$ cat src/rtl/mux_scan_pkg.sv
// Shared definitions for the mux_scan block: mode constants, state encoding
// and the width helper used to size select and dwell-counter fields.
package mux_scan_pkg;

  localparam logic MODE_MANUAL = 1'b0;
  localparam logic MODE_SCAN   = 1'b1;

  // Encoding mirrors the sampled {en, mode} pair; en low collapses to IDLE.
  typedef enum logic [1:0] {
    IDLE   = 2'b00,
    MANUAL = 2'b10,
    SCAN   = 2'b11
  } state_e;

  // Bits needed to hold 0..value-1, never less than one.
  function automatic int clog2_min1(input int value);
    int bits;
    bits = 1;
    for (int b = 1; b < 31; b++) begin
      if ((1 << b) < value) begin
        bits = b + 1;
      end
    end
    return bits;
  endfunction

endpackage

$ cat src/rtl/scan_counter.sv
// Dwell counter plus channel index for auto-scan; the index wraps modulo
// CHANNELS and flags the step from the last channel back to channel 0.
module scan_counter
  import mux_scan_pkg::*;
#(
  parameter int CHANNELS = 4,
  parameter int DWELL    = 2,
  localparam int SELW    = clog2_min1(CHANNELS)
) (
  input  logic            clk,
  input  logic            reset,
  input  logic            en,
  input  logic            clear,
  input  logic            load,
  input  logic [SELW-1:0] load_val,
  output logic [SELW-1:0] idx,
  output logic            wrap
);

  localparam int CNTW = clog2_min1(DWELL);
  localparam logic [SELW-1:0] IDX_LAST = SELW'(CHANNELS - 1);
  localparam logic [CNTW-1:0] CNT_LAST = CNTW'(DWELL - 1);

  logic [CNTW-1:0] cnt_q, cnt_d;
  logic [SELW-1:0] idx_q, idx_d;
  logic            wrap_q, wrap_d;

  // wrap stays set while disabled so a pending wrap survives an enable gap.
  always_comb begin
    cnt_d  = cnt_q;
    idx_d  = idx_q;
    wrap_d = wrap_q;
    if (en) begin
      wrap_d = 1'b0;
      if (load) begin
        idx_d = load_val;
        cnt_d = '0;
      end else if (clear) begin
        cnt_d = '0;
      end else if (cnt_q == CNT_LAST) begin
        cnt_d = '0;
        if (idx_q == IDX_LAST) begin
          idx_d  = '0;
          wrap_d = 1'b1;
        end else begin
          idx_d = idx_q + 1'b1;
        end
      end else begin
        cnt_d = cnt_q + 1'b1;
      end
    end
  end

  always_ff @(posedge clk or posedge reset) begin
    if (reset) begin
      cnt_q  <= '0;
      idx_q  <= '0;
      wrap_q <= 1'b0;
    end else begin
      cnt_q  <= cnt_d;
      idx_q  <= idx_d;
      wrap_q <= wrap_d;
    end
  end

  assign idx  = idx_q;
  assign wrap = wrap_q;

endmodule

$ cat src/rtl/mux_scan.sv
// Registered N:1 multiplexer with manual channel select and an automatic
// scan that dwells DWELL enabled cycles on each channel.
module mux_scan
  import mux_scan_pkg::*;
#(
  parameter int WIDTH    = 8,
  parameter int CHANNELS = 4,
  parameter int DWELL    = 2,
  localparam int SELW    = clog2_min1(CHANNELS)
) (
  input  logic                      clk,
  input  logic                      reset,
  input  logic                      en,
  input  logic                      mode,
  input  logic [SELW-1:0]           sel_in,
  input  logic [CHANNELS*WIDTH-1:0] din,
  output logic [WIDTH-1:0]          dout,
  output logic [SELW-1:0]           sel_out,
  output logic                      valid,
  output logic                      wrap
);

  localparam logic [SELW:0] CH_COUNT = (SELW + 1)'(CHANNELS);

  state_e            state_q, state_d;
  logic [WIDTH-1:0]  dout_q, dout_d;
  logic [SELW-1:0]   sel_out_q, sel_out_d;
  logic              sel_ok_q, sel_ok_d;
  logic              wrap_q, wrap_d;
  logic              sel_in_ok;
  logic              cnt_clear, cnt_load;
  logic [SELW-1:0]   scan_idx;
  logic              scan_wrap;

  assign sel_in_ok = ({1'b0, sel_in} < CH_COUNT);

  always_comb begin
    state_d = IDLE;
    if (en) begin
      state_d = (mode == MODE_MANUAL) ? MANUAL : SCAN;
    end
  end

  // The freshly sampled mode governs the edge, hence the case on state_d.
  always_comb begin
    dout_d    = dout_q;
    sel_out_d = sel_out_q;
    sel_ok_d  = 1'b0;
    wrap_d    = 1'b0;
    cnt_clear = 1'b0;
    cnt_load  = 1'b0;
    case (state_d)
      MANUAL: begin
        sel_ok_d = sel_in_ok;
        if (sel_in_ok) begin
          dout_d    = din[int'(sel_in)*WIDTH +: WIDTH];
          sel_out_d = sel_in;
          cnt_load  = 1'b1;
        end else begin
          cnt_clear = 1'b1;
        end
      end
      SCAN: begin
        dout_d    = din[int'(scan_idx)*WIDTH +: WIDTH];
        sel_out_d = scan_idx;
        wrap_d    = scan_wrap;
      end
      default: begin
      end
    endcase
  end

  // Loading sel_in in MANUAL keeps the scan index equal to sel_out, so a
  // later switch to SCAN starts on the channel already shown.
  scan_counter #(
    .CHANNELS (CHANNELS),
    .DWELL    (DWELL)
  ) u_scan_counter (
    .clk      (clk),
    .reset    (reset),
    .en       (en),
    .clear    (cnt_clear),
    .load     (cnt_load),
    .load_val (sel_in),
    .idx      (scan_idx),
    .wrap     (scan_wrap)
  );

  always_ff @(posedge clk or posedge reset) begin
    if (reset) begin
      state_q   <= IDLE;
      dout_q    <= '0;
      sel_out_q <= '0;
      sel_ok_q  <= 1'b0;
      wrap_q    <= 1'b0;
    end else begin
      state_q   <= state_d;
      dout_q    <= dout_d;
      sel_out_q <= sel_out_d;
      sel_ok_q  <= sel_ok_d;
      wrap_q    <= wrap_d;
    end
  end

  assign dout    = dout_q;
  assign sel_out = sel_out_q;
  assign valid   = (state_q == SCAN) || ((state_q == MANUAL) && sel_ok_q);
  assign wrap    = wrap_q;

endmodule
$ cat config.mk
export PLATFORM = sky130hd
export DESIGN_NAME = mux_scan
export DESIGN_NICKNAME = d
export VERILOG_FILES = /design/src/rtl/mux_scan_pkg.sv /design/src/rtl/scan_counter.sv /design/src/rtl/mux_scan.sv
export SDC_FILE = /design/constraint.sdc
export NUM_CORES = 1
export LEC_CHECK = 0
export ABC_AREA = 1
export CORE_MARGIN = 3
export CORE_UTILIZATION = 37
export CTS_CLUSTER_DIAMETER = 40
export DETAILED_ROUTE_END_ITERATION = 6
export PLACE_DENSITY = 0.75
export REMOVE_ABC_BUFFERS = 1
export SETUP_SLACK_MARGIN = 0.2
export SLEW_MARGIN = 25
export SYNTH_ARGS = -nofsm -noshare
export SYNTH_HDL_FRONTEND = slang
export SYNTH_SLANG_ARGS = --single-unit
$ cat constraint.sdc
create_clock -name clk -period 1.25 [get_ports clk]
set_input_delay 0.25 -clock clk [delete_from_list [all_inputs] [get_ports clk]]
set_output_delay 0.25 -clock clk [all_outputs]
set_load 0.01 [all_outputs]
==> results.sh <==
export IMPL_p_leak_nw=1.118
export IMPL_clk_pin_slew_worst_paths_ps=100
export IMPL_hold_violations=0
export IMPL_yosysMostFrequentCell="nand2_1"
export IMPL_fmax_ghz=0.7904
export IMPL_yosys_area_share_adder_pct=1.099
export IMPL_area_growth_pct=77.80
export IMPL_synth_cells=170
export IMPL_die_h_um=61.48
export IMPL_clockPowerShare_pct=15.1
export IMPL_hold_path_class="input pin to async pin"
export IMPL_rr_worst_depth=7
export IMPL_ys_ff_latch=18
export IMPL_status="complete, but fails checks"
export IMPL_fin_crit_sh_pct=101.2
export IMPL_netlist_top_cells_area="dfrtp_1 (40%), nand2_1 (17%), nand3_1 (15%)"
export IMPL_yosys_area_top_type="dfrtp_1"
export IMPL_cts_root_buf="clkbuf_4"
export IMPL_num_vias=1340
export IMPL_grt_pass1_wl_um=5478
export IMPL_path_class="register to register"
export IMPL_routed_wl_um=3756
export IMPL_rsz0062_at_grt="yes"
export IMPL_ant_nets=0
export IMPL_design_area_um2=2024
export IMPL_grt_max_degree=19
export IMPL_skew_ps=9.797
export IMPL_synth_cell_area_um2=1139
export IMPL_cp_end_kind="register"
export IMPL_drc_errors=0
export IMPL_fp_row_count=19
export IMPL_port_buffers=49
export IMPL_pwr_share_comb_pct=46.0
export IMPL_drive_gt1_share_pct=31.97
export IMPL_crit_fanout=6
export IMPL_avgSynthCellArea_um2=6.698
export IMPL_gp_congestion=0.7642
export IMPL_worst_skew_pair_late_latency_ps=300
export IMPL_grt_overflow=0
export IMPL_intPower_mw=1.234
export IMPL_vdd_drop_max_mv=0.7044
export IMPL_dp_hpwl_um=2278
export IMPL_ioPinCount=50
export IMPL_antenna_found_initial=0
export IMPL_violations="negative setup slack"
export IMPL_h_tree_depth=1
export IMPL_min_period_ps=1265
export IMPL_die_area_um2=3779
export IMPL_cts_hold_repair_buffers=0
export IMPL_whs_ps=247.7
export IMPL_slew_headroom_pct=78.29
export IMPL_n_antenna_cell=0
export IMPL_p_per_area_nw_per_um2=941.1
export IMPL_yosysSeqAreaShare_pct=39.56
export IMPL_cts_tree="done"
export IMPL_yosys_top_cells_count="nand2_1 (51), inv_1 (40), nand3_1 (33), dfrtp_1 (18), o21ai_0 (5)"
export IMPL_die_w_um=61.48
export IMPL_cts_buffers=3
export IMPL_dr_pass1_iters=4
export IMPL_synth_compound_area_share_pct=6.813
export IMPL_netSwitchingFraction_pct=35.24
export IMPL_netlist_cell_type_count=20
export IMPL_synth_top_family_by_area="simple AND/OR/NAND/NOR gates"
export IMPL_setup_ws_ps=-15.20
export IMPL_nets=285
export IMPL_arrival_ps=1450
export IMPL_grt_pass1_vias=1201
export IMPL_yosys_warnings=0
export IMPL_seq_area_um2=452.9
export IMPL_r2r_setup_slack_ps=-20
export IMPL_clock_path_buffers=2
export IMPL_worstReg2RegEnd="dout[4]"
export IMPL_multi_input_area_um2=686.9
export IMPL_drtIter0Drc=62
export IMPL_viasPerCell=4.873
export IMPL_synthMuxAreaShare_pct=0
export IMPL_synthFlopType="dfrtp_1"
export IMPL_wl_per_cell_um=13.66
export IMPL_critPathLaunch="u_scan_counter.idx[0]"
export IMPL_worstMarginPinSlew_ps=325.6
export IMPL_start_util_pct=39.91
export IMPL_drv_slew=0
export IMPL_placed_area_um2=1762
export IMPL_globalRouteTotalUtil_pct=19.71
export IMPL_yosys_area_share_xor_xnor_pct=0
export IMPL_seqPwrFrac_pct=39.0
export IMPL_setup_violations=1
export IMPL_yosys_area_top_type_share_pct=39.56
export IMPL_async_reset_ff_share_pct=100.0
export IMPL_worstPathRequired_ps=1430
export IMPL_start_kind="register"
export IMPL_clock_sinks=18
export IMPL_synth_edff_count=0
export IMPL_num_fill_cells=224
export IMPL_synth_simple_gate_area_share_pct=36.59
export IMPL_power_switching_uw=671.5
export IMPL_core_area_um2=2853
export IMPL_reg2reg_from="u_scan_counter.idx[0]"
export IMPL_drv_cap=0
-- routing by layer --
metal	GRT usage (%)	share of wire, %
met3	3.354	6.2
met1	26.32	42
met2	32.63	50
met5	0	0
met4	6.061	1.1
-- worst max-delay path, cell delays in order, from the launching register on --
cell,delay (ps)
dfrtp_2,440
nand3_4,150
buf_6,150
nand3_1,100
nand3_1,90
nand2_1,70
nand2_1,90
nand2_1,70
-- cell families after synthesis --
logic type               after synthesis
buffers and inverters                 45
adder cells (fa/ha/maj)                1
AND/OR/NAND/NOR                       93
flip-flops                            18
AO/OA/AOI/OAI                         13
-- registers in the layout, indices dropped and copies added, names as in the netlist --
name,cells
u_scan_counter.idx,2
u_scan_counter.cnt_q,1
wrap,1
sel_out,2
dout,8
state_q,2
sel_ok_q,1
u_scan_counter.wrap,1
-- metrics by stage --
step                setup WS [ps]  power, mW  std cells  utilization, %  setup TNS, ps
detailed placement         -523.7      1.396        260           61.75          -6598
global placement           -509.5      1.391        260           61.75          -6436
floorplan                   33.69      1.035        165               -              0
CTS                         16.04      1.772        269           67.02              0
global route               -58.49      2.021        275           70.96         -70.31
finish                     -15.20      1.905        275           70.96         -15.20
-- power by group through the flow --
stage | Combinational (mW) | Sequential, mW | Clock [mW]
finish | 0.876 | 0.742 | 0.287
global route | 0.955 | 0.750 | 0.316
CTS | 0.743 | 0.741 | 0.288
detailed placement | 0.661 | 0.736 | 0
global placement | 0.655 | 0.736 | 0
floorplan | 0.283 | 0.752 | 0
-- worst max-delay path by stage --
| stage | to | slack [ps] | cells after the start |
|---|---|---|---|
| final | dout[4] | -20 | 7 |
| after floorplan | dout[0] | 30 | 7 |
| after global placement | dout[0] | -510 | 7 |
| after CTS | valid | 20 | 2 |
| after global routing | dout[4] | -60 | 7 |
| after detailed placement | dout[5] | -520 | 7 |
-- area by class of cell --
type	count	share of cell area, %
Clock buffer	3	1.112
Sequential cell	18	22.37
Inverter	40	7.417
Tap cell	31	1.916
Timing Repair Buffer	75	33.25
Multi-Input combinational cell	108	33.93
-- placed cells by master (no fill, tap or decap), drive strengths merged, types with 3 or more instances in the layout --
cell           instances
a21oi                  3
buf                   39
clkbuf                 3
clkdlybuf4s50         33
dfrtp                 18
inv                   40
nand2                 55
nand3                 34
nor2                   4
o21ai                  7
-- repair_timing --
| item | in CTS | in global routing |
|---|---|---|
| pin swaps | 17 | 6 |
| gates cloned | 2 | 0 |
| setup buffers | 4 | 6 |
| endpoints found under the setup margin | 28 | 24 |
| gates resized for setup | 91 | 13 |
Note: power is estimated with default switching activity, not from simulation.
